[src/rtl/pwm_pkg.sv]
// rtl/pwm_pkg.sv - shared channel state encoding and write-select constants for pwm_multi
package pwm_pkg;

  typedef enum logic [1:0] {
    IDLE = 2'd0,
    HIGH = 2'd1,
    LOW  = 2'd2
  } pwm_state_e;

  localparam logic WR_SEL_HIGH = 1'b0;
  localparam logic WR_SEL_LOW  = 1'b1;

endpackage

[src/rtl/pwm_if.sv]
// rtl/pwm_if.sv - shadow-register write bus from the register block into pwm_multi
interface pwm_if #(
  parameter int ADDR_W = 2,
  parameter int WIDTH  = 16
);

  logic              wr_en;
  logic [ADDR_W-1:0] wr_ch;
  logic              wr_sel;
  logic [WIDTH-1:0]  wr_data;

  modport master (
    output wr_en,
    output wr_ch,
    output wr_sel,
    output wr_data
  );

  modport slave (
    input wr_en,
    input wr_ch,
    input wr_sel,
    input wr_data
  );

endinterface

[src/rtl/pwm_channel.sv]
// rtl/pwm_channel.sv - one PWM channel: shadow/active durations, phase counter and IDLE/HIGH/LOW FSM
module pwm_channel
  import pwm_pkg::*;
#(
  parameter int WIDTH = 16
) (
  input  logic             clk,
  input  logic             rst,
  input  logic             wr_high,
  input  logic             wr_low,
  input  logic [WIDTH-1:0] wr_data,
  input  logic             enable,
  input  logic             sync,
  output logic             raw,
  output logic             period_done
);

  pwm_state_e       state_q;
  logic [WIDTH-1:0] cnt_q;
  logic [WIDTH-1:0] shadow_high_q;
  logic [WIDTH-1:0] shadow_low_q;
  logic [WIDTH-1:0] act_high_q;
  logic [WIDTH-1:0] act_low_q;
  logic             raw_q;
  logic             pd_q;

  logic       high_end;
  logic       low_end;
  logic       wrap;
  logic       restart;
  pwm_state_e start_state_d;

  // A LOW phase with zero active low time is the one-cycle degenerate period.
  assign high_end      = (state_q == HIGH) && (cnt_q == act_high_q - WIDTH'(1));
  assign low_end       = (state_q == LOW) &&
                         ((act_low_q == '0) || (cnt_q == act_low_q - WIDTH'(1)));
  assign wrap          = low_end || (high_end && (act_low_q == '0));
  assign restart       = sync || (state_q == IDLE) || wrap;
  assign start_state_d = (shadow_high_q != '0) ? HIGH : LOW;

  always_ff @(posedge clk) begin
    if (rst) begin
      state_q       <= IDLE;
      cnt_q         <= '0;
      shadow_high_q <= '0;
      shadow_low_q  <= '0;
      act_high_q    <= '0;
      act_low_q     <= '0;
      raw_q         <= 1'b0;
      pd_q          <= 1'b0;
    end else begin
      if (wr_high) shadow_high_q <= wr_data;
      if (wr_low)  shadow_low_q  <= wr_data;
      pd_q <= 1'b0;
      if (!enable) begin
        state_q <= IDLE;
        cnt_q   <= '0;
        raw_q   <= 1'b0;
      end else if (restart) begin
        // Reload sees the shadow as it was before any write landing this cycle.
        act_high_q <= shadow_high_q;
        act_low_q  <= shadow_low_q;
        cnt_q      <= '0;
        state_q    <= start_state_d;
        raw_q      <= (start_state_d == HIGH);
        pd_q       <= wrap && !sync;
      end else if (high_end) begin
        state_q <= LOW;
        cnt_q   <= '0;
        raw_q   <= 1'b0;
      end else if (state_q == HIGH || state_q == LOW) begin
        cnt_q <= cnt_q + WIDTH'(1);
      end else begin
        state_q <= IDLE;
        cnt_q   <= '0;
        raw_q   <= 1'b0;
      end
    end
  end

  assign raw         = raw_q;
  assign period_done = pd_q;

endmodule

[src/rtl/pwm_multi.sv]
// rtl/pwm_multi.sv - N-channel PWM generator: write decode, channel array and output polarity
module pwm_multi
  import pwm_pkg::*;
#(
  parameter int                  CHANNELS = 4,
  parameter int                  WIDTH    = 16,
  parameter logic [CHANNELS-1:0] INVERT   = '0,
  parameter int                  ADDR_W   = (CHANNELS > 1) ? $clog2(CHANNELS) : 1
) (
  input  logic                clk,
  input  logic                rst,
  pwm_if.slave                wr,
  input  logic [CHANNELS-1:0] enable,
  input  logic                sync,
  output logic [CHANNELS-1:0] pwm,
  output logic [CHANNELS-1:0] period_done
);

  logic [CHANNELS-1:0] raw;

  for (genvar i = 0; i < CHANNELS; i++) begin : g_ch
    logic hit;
    // Channel numbers at or above CHANNELS match no instance and are dropped.
    assign hit = wr.wr_en && (32'(wr.wr_ch) == i);

    pwm_channel #(
      .WIDTH(WIDTH)
    ) u_channel (
      .clk        (clk),
      .rst        (rst),
      .wr_high    (hit && (wr.wr_sel == WR_SEL_HIGH)),
      .wr_low     (hit && (wr.wr_sel == WR_SEL_LOW)),
      .wr_data    (wr.wr_data),
      .enable     (enable[i]),
      .sync       (sync),
      .raw        (raw[i]),
      .period_done(period_done[i])
    );
  end

  assign pwm = raw ^ INVERT;

endmodule

[src/flat_wrapper.sv]
// flat-port wrapper written by rule: the top's interface ports become plain ports
module pwm_multi_flat import pwm_pkg::*;
#(
  parameter int                  CHANNELS = 4,
  parameter int                  WIDTH    = 16,
  parameter logic [CHANNELS-1:0] INVERT   = '0,
  parameter int                  ADDR_W   = (CHANNELS > 1) ? $clog2(CHANNELS) : 1
)
  (clk, rst, enable, sync, pwm, period_done, wr_wr_en, wr_wr_ch, wr_wr_sel, wr_wr_data);
  pwm_if #(.ADDR_W(ADDR_W), .WIDTH(WIDTH)) wr_i ();
  input  logic clk;
  input  logic rst;
  input  logic [CHANNELS-1:0] enable;
  input  logic sync;
  output logic [CHANNELS-1:0] pwm;
  output logic [CHANNELS-1:0] period_done;
  input wire logic [$bits(wr_i.wr_en)-1:0] wr_wr_en;
  input wire logic [$bits(wr_i.wr_ch)-1:0] wr_wr_ch;
  input wire logic [$bits(wr_i.wr_sel)-1:0] wr_wr_sel;
  input wire logic [$bits(wr_i.wr_data)-1:0] wr_wr_data;
  assign wr_i.wr_en = wr_wr_en;
  assign wr_i.wr_ch = wr_wr_ch;
  assign wr_i.wr_sel = wr_wr_sel;
  assign wr_i.wr_data = wr_wr_data;
  pwm_multi #(.CHANNELS(CHANNELS), .WIDTH(WIDTH), .INVERT(INVERT), .ADDR_W(ADDR_W)) u_core (.clk(clk), .rst(rst), .wr(wr_i), .enable(enable), .sync(sync), .pwm(pwm), .period_done(period_done));
endmodule
[config.mk]
export PLATFORM = sky130hd
export DESIGN_NAME = pwm_multi_flat
export DESIGN_NICKNAME = d
export VERILOG_FILES = /design/src/rtl/pwm_pkg.sv /design/src/rtl/pwm_if.sv /design/src/rtl/pwm_channel.sv /design/src/rtl/pwm_multi.sv /design/src/flat_wrapper.sv
export SDC_FILE = /design/constraint.sdc
export NUM_CORES = 1
export LEC_CHECK = 0
export ABC_AREA = 1
export CORE_MARGIN = 4
export CORE_UTILIZATION = 63
export DETAILED_ROUTE_END_ITERATION = 12
export PLACE_DENSITY = 0.9
export SETUP_SLACK_MARGIN = 0.1
export SLEW_MARGIN = 40
export SYNTH_ARGS = -nofsm -noshare
export SYNTH_HDL_FRONTEND = slang
export SYNTH_SLANG_ARGS = --single-unit
[constraint.sdc]
create_clock -name clk -period 2.54 [get_ports clk]
set_input_delay 0.381 -clock clk [delete_from_list [all_inputs] [get_ports clk]]
set_output_delay 0.381 -clock clk [all_outputs]
set_load 0.01 [all_outputs]
[Yosys cells after proc, flatten, opt, wreduce, memory -nomap -nowiden]
Index checks and enable logic that the tools add are counted.
Storage, ports and cells
  bits in registers: 336
  output and inout bits: 8
Operators by class
  add/subtract/negate cells: 12
  equality and inequality tests: 27
  muxes and demuxes: 28
  bitwise operators: 13
  reduce and logical (&&, ||, !) cells: 78
Operator list (count)
  equality test 16 bit: 8
  subtractor 16 x 1 -> 16 bit, second input constant: 8
  adder 16 x 1 -> 16 bit, second input constant: 4
  zero test 16 bit: 4
  nonzero test 16 bit: 4
  two-way mux 2 bit: 16
  logical AND 1 bit: 28
  logical OR 1 bit: 20
  OR reduction 5 bit: 4
  equality test 2 x 1 -> 1 bit, second input constant: 9
  inverter 1 bit: 13
  equality test 2 bit, second input constant: 6
  two-way mux 1 bit: 12
  inequality test 3 bit, second input constant: 4
  OR reduction 3 bit: 4
  zero test 2 bit: 5
  AND reduction 2 bit: 4
  OR reduction 2 bit: 4
  zero test 1 bit: 1

[Depth between registers and ports, before layout]
Gate-level depths: netlist (run 1).
  depth in word-level cells: 8
  depth in mapped cells: 21

[Modules after synthesis]
A second synthesis (run 1) with hierarchy kept.
Second synthesis, totals
  cells, all modules: 2895
  area, all modules: 18983.2 um^2
By module, submodules not included
  pwm_channel at u_core.g_ch[0].u_channel ...: times used 2, cells each 706, area an instance 4626.9 um^2, seq. area each 1661.6 um^2
  pwm_channel at u_core.g_ch[3].u_channel: times used 1, cells each 730, area an instance 4843.4 um^2, seq. area each 1661.6 um^2
  pwm_channel at u_core.g_ch[2].u_channel: times used 1, cells each 737, area an instance 4822.1 um^2, seq. area each 1661.6 um^2
  pwm_multi: times used 1, cells each 16, area an instance 63.8 um^2, seq. area each 0.0 um^2

[Least setup slack after synthesis (run 1)]
Ideal clock, no wire load.
  path type: reg-to-reg
  from: reg u_core.g_ch[3].u_channel.act_high_q[0]
  to: reg u_core.g_ch[3].u_channel.act_high_q[10]
  arrival time: 2019 ps
  setup slack: 406 ps
  stages on the path, launching flop included: 20
  clock period less this slack: 2134 ps
  cells stage by stage: dfxtp_1 inv_1 ha_1 nand2_1 nor2_1 nand3_1 nor2_1 nand2_1 nand2_1 nand2_1 nor2_1 nand3_1 nand2_1 nand2_1 nand2_1 buf_6 buf_4 nand3_1 nand2_1 nor2_1
Between the ends
  cells in the longest elaborated chain, start to end: 7
Ends and longest elaborated chain
  start, declared: RTL line pwm_channel.sv:22  | logic [WIDTH-1:0] act_high_q;
  start signal, assigned: RTL line pwm_channel.sv:61  | act_high_q <= shadow_high_q;
  subtractor 16 x 1 -> 16 bit: RTL line pwm_channel.sv:34  | assign high_end = (state_q == HIGH) && (cnt_q == act_high_q - WIDTH'(1));
  equality test 16 bit: RTL line pwm_channel.sv:34
  logical AND 1 bit: RTL line pwm_channel.sv:34
  logical AND 1 bit: RTL line pwm_channel.sv:37  | assign wrap = low_end || (high_end && (act_low_q == '0));
  logical OR 1 bit: RTL line pwm_channel.sv:37
  logical OR 1 bit: RTL line pwm_channel.sv:38  | assign restart = sync || (state_q == IDLE) || wrap;
  AND reduction 2 bit (no line)
Every way passes these cells.
A chain may end at the register's enable or synchronous reset.

[Worst setup path after layout (run 1)]
  from: reg u_core.g_ch[2].u_channel.act_high_q[0]
  to: reg u_core.g_ch[2].u_channel.act_high_q[14]
Between the ends
  cells in the longest elaborated chain, start to end: 7
Ends and longest elaborated chain (RTL line)
  start, declared: pwm_channel.sv:22
  start signal, assigned: pwm_channel.sv:61
  subtractor 16 x 1 -> 16 bit: pwm_channel.sv:34
  equality test 16 bit: pwm_channel.sv:34
  logical AND 1 bit: pwm_channel.sv:34
  logical AND 1 bit: pwm_channel.sv:37
  logical OR 1 bit: pwm_channel.sv:37
  logical OR 1 bit: pwm_channel.sv:38
  AND reduction 2 bit (no line)
Every way passes these cells.

==> results of run 1 <==
cells in the final DEF, fill, tap and decap left out, types with 5 or more instances in the layout:
master,netlist,layout
a21oi_1,263,263
buf_12,0,13
buf_4,13,36
clkbuf_1,78,10
clkbuf_16,0,50
clkdlybuf4s50_1,0,30
dfxtp_1,332,324
dfxtp_2,0,7
ha_1,24,16
ha_4,0,7
inv_1,333,322
inv_2,4,12
nand2_1,591,581
nand2_2,5,10
nand2_8,0,6
nand3_1,268,260
nand3_2,2,10
nand3b_1,35,35
nand4_1,36,36
nor2_1,387,368
nor2_2,18,22
nor2_4,4,20
nor3_1,58,56
nor3_2,11,13
nor3b_1,7,7
nor4_1,18,18
o21ai_0,141,138
o21bai_1,6,5
or2_2,6,6
xnor2_1,54,53
xor2_1,108,107
flip-flops by register name, indices dropped and copies added, names as in the netlist:
| register | count |
|---|---|
| u_core.g_ch.u_channel.act_low_q | 64 |
| u_core.g_ch.u_channel.raw | 2 |
| u_core.g_ch.u_channel.state_q | 6 |
| u_core.g_ch.u_channel.shadow_high_q | 64 |
| u_core.g_ch.u_channel.act_high_q | 64 |
| u_core.g_ch.u_channel.period_done | 4 |
| u_core.g_ch.u_channel.cnt_q | 64 |
| u_core.g_ch.u_channel.shadow_low_q | 64 |
critical path, cell delays in order, from the launching register on:
cell and delay, ns:
dfxtp_2 0.34, inv_2 0.09, ha_4 0.18, nand2_4 0.06, nor2_4 0.14, buf_4 0.13
nand2_1 0.06, nand2_1 0.07, nand3_1 0.12, nand3_1 0.10, nor2_1 0.05, nand3_1 0.10
nand2_2 0.10, nand2_8 0.13, nand2_8 0.11, clkbuf_16 0.22, a21oi_1 0.19, nor2_1 0.09
cell families after synthesis:
| family | count (synthesis) | share of synthesized area |
|---|---|---|
| xor+xnor | 163 | 0.0761 |
| simple gates | 1453 | 0.336 |
| buf+inv | 488 | 0.111 |
| flops | 332 | 0.351 |
| fa+ha+maj | 24 | 0.0159 |
| compound gates | 413 | 0.110 |
stage by stage:
stage          area (um^2)  power [W]  utilization  hold WS [ns]
3_3_place_gp         19400    0.00859        0.654         0.437
3_5_place_dp         19400    0.00870        0.654         0.446
5_1_grt              21400     0.0149        0.723         0.197
6_report             21400     0.0143        0.723         0.202
4_1_cts              20600     0.0138        0.694         0.159
2_1_floorplan        18900    0.00804            -         0.430
worst max-delay path by stage:
stage,slack (ns),endpoint
finish,0.14,u_core.g_ch[2].u_channel.act_high_q[14]
global route,-0.03,u_core.g_ch[0].u_channel.act_high_q[10]
CTS,0.09,u_core.g_ch[0].u_channel.act_high_q[15]
detailed placement,0.09,u_core.g_ch[2].u_channel.act_high_q[0]
global placement,0.13,u_core.g_ch[2].u_channel.act_low_q[15]
floorplan,0.41,u_core.g_ch[3].u_channel.act_high_q[10]
routing by layer:
layer	vias up	wire length (um)
met5	-	0
met4	0	3130
met3	272	4770
met2	1017	25700
met1	8753	20700
li1	9164	-
what timing repair did:
item / CTS / global route
pin swaps: 0 / 22
gates resized for setup: 6 / 107
cloned: 0 / 17
endpoints found under the setup margin: 32 / 201
buffers inserted: 0 / 14
power breakdown:
group          switching, W  internal (W)
logic               0.00206       0.00126
registers          0.000294       0.00546
clock network       0.00218       0.00302
final cells by class:
class | instances | area [um^2] | share of cell area
Clock buffer | 51 | 1020 | 0.0475
Multi-Input combinational cell | 2056 | 10600 | 0.495
Sequential cell | 332 | 6660 | 0.311
Inverter | 337 | 1270 | 0.0595
Tap cell | 390 | 488 | 0.0228
Timing Repair Buffer | 101 | 1240 | 0.0579
Clock inverter | 12 | 130 | 0.00607
==> flow_metrics.py, run 1 <==
metrics = {
    "floorplan": {
        "initial_core_util": 0.639,
        "num_io_pins": 35,
        "rows": 63,
        "core_area_um2": 29600,
        "die_w_um": 181,
        "dieArea_um2": 32900,
        "die_y_um": 181,
    },
    "global_routing": {
        "grt_util_met1": 0.361,
        "met3_usage": 0.0437,
        "gr-total-overflow": 0,
        "top_usage_layer": "met2",
        "grt_util_all_layers": 0.290,
        "antenna_found_initial": 1,
        "grt_pass1_wl_um": 81400,
        "grt_pass1_vias": 17400,
        "grt_max_degree": 65,
        "grtUsageMet2": 0.496,
    },
    "worst_hold_path": {
        "hold_start": "enable[2]",
        "hp-class": "input pin to register",
        "min_to": "u_core.g_ch[2].u_channel.period_done",
        "hold_depth": 3,
    },
    "finish": {
        "nFillCells": 2217,
        "final_nets": 2915,
        "layout-drive-gt1-share": 0.0862,
        "syn_to_final_growth_pct": 13.1,
        "final_cells": 3279,
        "diodes": 0,
    },
    "placed_design": {
        "placed_cells": 3185,
        "post-place-ws_ns": 0.0854,
        "hpwl_um": 34900,
        "gp_congestion": 0.940,
        "io_buffer_count": 34,
    },
    "detailed_routing": {
        "viasPerCell": 5.86,
        "vias": 19200,
        "wl_um": 54300,
        "post_drt_wl_per_cell_um": 16.5,
        "firstDrtPassIters": 6,
        "drc_errors": 0,
        "antenna_left": 0,
        "drt_iter0_drc": 2043,
    },
    "critical_path": {
        "r2r-start": "u_core.g_ch[2].u_channel.act_high_q[0]",
        "reg2reg_depth": 17,
        "endpoint_kind": "register",
        "cp-start-kind": "register",
        "required_ns": 2.94,
        "worstSetupPathType": "register to register",
        "reg2reg_to": "u_core.g_ch[2].u_channel.act_high_q[14]",
        "startpoint": "u_core.g_ch[2].u_channel.act_high_q[0]",
        "arrival_ns": 2.80,
        "crit_fanout": 6,
        "regToRegSetupSlack_ns": 0.14,
    },
    "cts": {
        "clkTransAtPathRegs_ns": 0.07,
        "cts_buffer_depth": 3,
        "h-tree-depth": 2,
        "holdBufCountCts": 0,
        "tritoncts": "yes",
        "cts_buffers": 36,
        "cts_sinks": 332,
        "cts-root-buf": "clkbuf_16",
        "clk_latency_ns": 0.52,
    },
    "logic_synthesis": {
        "synth-async-reset-ratio": 0,
        "yosys.area.top_type_share": 0.351,
        "synth_common_cells": "nand2_1, nor2_1, inv_1",
        "ys_warn_count": 0,
        "synth.most_common_cell": "nand2_1",
        "yosysTopAreaCell": "dfxtp_1",
        "ys_ff_latch": 332,
        "synth.cell_area_um2": 18900,
        "syn-num-nets": 2924,
        "yosysUniqueCellTypes": 37,
        "yosysSeqAreaShare": 0.351,
        "synth-edff-count": 0,
        "synthTopCellsByArea": "dfxtp_1, nand2_1, nor2_1, nand3_1, a21oi_1",
        "yosys_most_used_dff": "dfxtp_1",
        "syn_avg_cell_area_um2": 6.59,
        "syn_inst": 2873,
    },
    "timing": {
        "maxSlewViolCount": 0,
        "fin_ws_ns": 0.140,
        "finalSetupTns_ns": 0,
        "fin_skew_ns": 0.0162,
        "fin_crit_sh": 0.945,
        "hold_violations": 0,
        "fin_crit_ns": 2.40,
        "setup_viol": 0,
        "max_freq_ghz": 0.417,
        "relSlewSlack": 0.359,
        "rsz0062_at_grt": "yes",
        "tightest_slew_ns": 0.958,
    },
    "power": {
        "ir_drop_v": 0.000505,
        "powerDensity_nw_per_um2": 666,
        "p_leak_nw": 9.48,
    },
    "outcome": {
        "run_status": "finished, final reports clean",
    },
    "flow_run": {
        "drv_cap": 0,
    },
}
Note: power is estimated with default switching activity, not from simulation.
==> run 2, diff against run 1 <==
--- a/config.mk
+++ b/config.mk
@@ -11,7 +11,7 @@
 export DETAILED_ROUTE_END_ITERATION = 12
 export PLACE_DENSITY = 0.9
 export SETUP_SLACK_MARGIN = 0.1
-export SLEW_MARGIN = 40
+export SLEW_MARGIN = 20
 export SYNTH_ARGS = -nofsm -noshare
 export SYNTH_HDL_FRONTEND = slang
 export SYNTH_SLANG_ARGS = --single-unit
==> results of run 2 <==
Final layout, timing and power as in run 1 (identical DEF).
==> run 3, diff against run 2 <==
--- a/config.mk
+++ b/config.mk
@@ -7,9 +7,9 @@
 export LEC_CHECK = 0
 export ABC_AREA = 1
 export CORE_MARGIN = 4
-export CORE_UTILIZATION = 63
+export CORE_UTILIZATION = 30
 export DETAILED_ROUTE_END_ITERATION = 12
-export PLACE_DENSITY = 0.9
+export PLACE_DENSITY = 0.54
 export SETUP_SLACK_MARGIN = 0.1
 export SLEW_MARGIN = 20
 export SYNTH_ARGS = -nofsm -noshare
==> flow_metrics.py, run 3 (same netlist as run 1, synthesis figures left out) <==
metrics = {
    "worst_hold_path": {
        "min_to": "u_core.g_ch[0].u_channel.act_high_q[12]",
        "hold_start": "enable[0]",
        "hp-class": "input pin to register",
        "hold_depth": 3,
    },
    "finish": {
        "mostFrequentLayoutCells": "nand2_1, nor2_1, dfxtp_1",
        "layout-drive-gt1-share": 0.0903,
        "final_nets": 2937,
        "syn_to_final_growth_pct": 17.0,
        "diodes": 0,
        "final_common_cell": "nand2_1",
        "fin_util": 0.357,
    },
    "cts": {
        "clk_latency_ns": 0.56,
        "cts_buffers": 39,
        "tritoncts": "yes",
        "cts_sinks": 332,
        "cts_buffer_depth": 3,
        "clkTransAtPathRegs_ns": 0.06,
        "h-tree-depth": 2,
        "cts-root-buf": "clkbuf_16",
    },
    "critical_path": {
        "r2r-start": "u_core.g_ch[1].u_channel.act_high_q[2]",
        "reg2reg_to": "u_core.g_ch[1].u_channel.cnt_q[11]",
        "required_ns": 3.02,
        "regToRegSetupSlack_ns": 0.26,
        "arrival_ns": 2.76,
        "crit_path_max_incr_delay_ns": 0.36,
        "cp_slowest_cell": "dfxtp_1",
        "crit_chain": "inv_1 > nand3_1 > nor2_2 > nand2_1 > xor2_1 > nand2_1 > nor2_1 > nand3_1 > nand2_2 > nand2_4 > nand2_4 > buf_12 > clkbuf_16 > nor3b_1",
        "cp-start-kind": "register",
        "worstSetupPathType": "register to register",
        "endpoint_kind": "register",
        "reg2reg_depth": 14,
        "crit_fanout": 13,
    },
    "power": {
        "powerDensity_nw_per_um2": 653,
        "ir_drop_v": 0.000482,
        "p_leak_nw": 9.65,
    },
    "global_routing": {
        "top_usage_layer": "met2",
        "grt_util_all_layers": 0.153,
        "grt_util_met1": 0.208,
        "grt_max_degree": 56,
        "met3_usage": 0.0192,
        "grt_pass1_wl_um": 84900,
        "grt_pass1_vias": 16200,
        "gr-total-overflow": 0,
        "grtUsageMet2": 0.257,
        "antenna_found_initial": 1,
    },
    "floorplan": {
        "core_area_um2": 62100,
        "die_w_um": 259,
        "dieArea_um2": 67200,
        "die_y_um": 259,
        "num_io_pins": 35,
        "rows": 91,
        "initial_core_util": 0.305,
    },
    "detailed_routing": {
        "antenna_left": 0,
        "viasPerCell": 4.64,
        "wl_um": 53700,
        "drc_errors": 0,
        "drt_iter0_drc": 762,
        "firstDrtPassIters": 5,
        "post_drt_wl_per_cell_um": 14.3,
        "vias": 17400,
    },
    "placed_design": {
        "post-place-ws_ns": 0.0282,
        "gp_congestion": 0.853,
        "hpwl_um": 38000,
        "io_buffer_count": 34,
    },
    "timing": {
        "maxSlewViolCount": 0,
        "fin_crit_ns": 2.28,
        "hold_violations": 0,
        "relSlewSlack": 0.432,
        "fin_skew_ns": 0.0210,
        "finalSetupTns_ns": 0,
        "max_freq_ghz": 0.438,
        "rsz0062_at_grt": "no",
        "fin_crit_sh": 0.898,
        "setup_viol": 0,
        "fin_ws_ns": 0.259,
        "tightest_slew_ns": 0.850,
    },
    "flow_run": {
        "drv_cap": 0,
    },
    "outcome": {
        "run_status": "finished, final reports clean",
    },
}
run 3: power by group:
| part | internal (W) | switching [W] |
|---|---|---|
| logic | 0.00128 | 0.00196 |
| registers | 0.00546 | 0.000279 |
| clock network | 0.00322 | 0.00228 |
run 3: worst max-delay path by stage:
stage	startpoint	endpoint	slack, ns	depth (start not counted)
floorplan	u_core.g_ch[3].u_channel.act_high_q[0]	u_core.g_ch[3].u_channel.act_high_q[10]	0.41	19
detailed placement	u_core.g_ch[3].u_channel.act_high_q[0]	u_core.g_ch[3].u_channel.act_low_q[1]	0.03	18
finish	u_core.g_ch[1].u_channel.act_high_q[2]	u_core.g_ch[1].u_channel.cnt_q[11]	0.26	14
global placement	u_core.g_ch[3].u_channel.act_high_q[0]	u_core.g_ch[3].u_channel.act_low_q[13]	0.07	18
CTS	u_core.g_ch[3].u_channel.act_high_q[0]	u_core.g_ch[3].u_channel.act_low_q[1]	0.11	16
global route	u_core.g_ch[1].u_channel.act_low_q[2]	u_core.g_ch[1].u_channel.cnt_q[11]	0.08	13
run 3: repair_timing:
action	in CTS	in global routing
setup endpoints to repair	44	200
cloned	1	15
pin swaps	3	13
resized for setup	6	96
hold buffers	0	0
buffers inserted	1	5
run 3: per-layer routing:
layer | part of all wire | up-vias | wire length [um]
met5 | 0 | - | 0
met4 | 0.022 | 0 | 1160
met3 | 0.034 | 67 | 1840
met2 | 0.46 | 225 | 24800
met1 | 0.48 | 7881 | 25900
li1 | - | 9217 | -
run 3: worst max-delay path, delay by kind of cell, from the launching register on:
kind | cells | cell delay (ns)
and+or+nand+nor | 10 | 1.25
buffers and inverters | 3 | 0.44
xor gates and xnor gates | 1 | 0.16
DFF | 1 | 0.36
run 3: final cells by class:
type | count | area, um^2
timing repair buffer | 121 | 1400
clock buffer | 56 | 1100
tap | 837 | 1050
fill | 6774 | 39900
clock inverter | 12 | 124
multi-input combinational | 2055 | 10600
sequential | 332 | 6650
inverter | 337 | 1270
run 3: stage by stage:
step,hold slack (ns),instance area (um^2),cells,total power [W]
6_report,0.252,22200,3750,0.0145
3_5_place_dp,0.445,20200,3660,0.00877
3_3_place_gp,0.441,20200,3660,0.00876
4_1_cts,0.222,21400,3730,0.0143
2_1_floorplan,0.430,18900,2873,0.00804
5_1_grt,0.249,22200,3750,0.0153
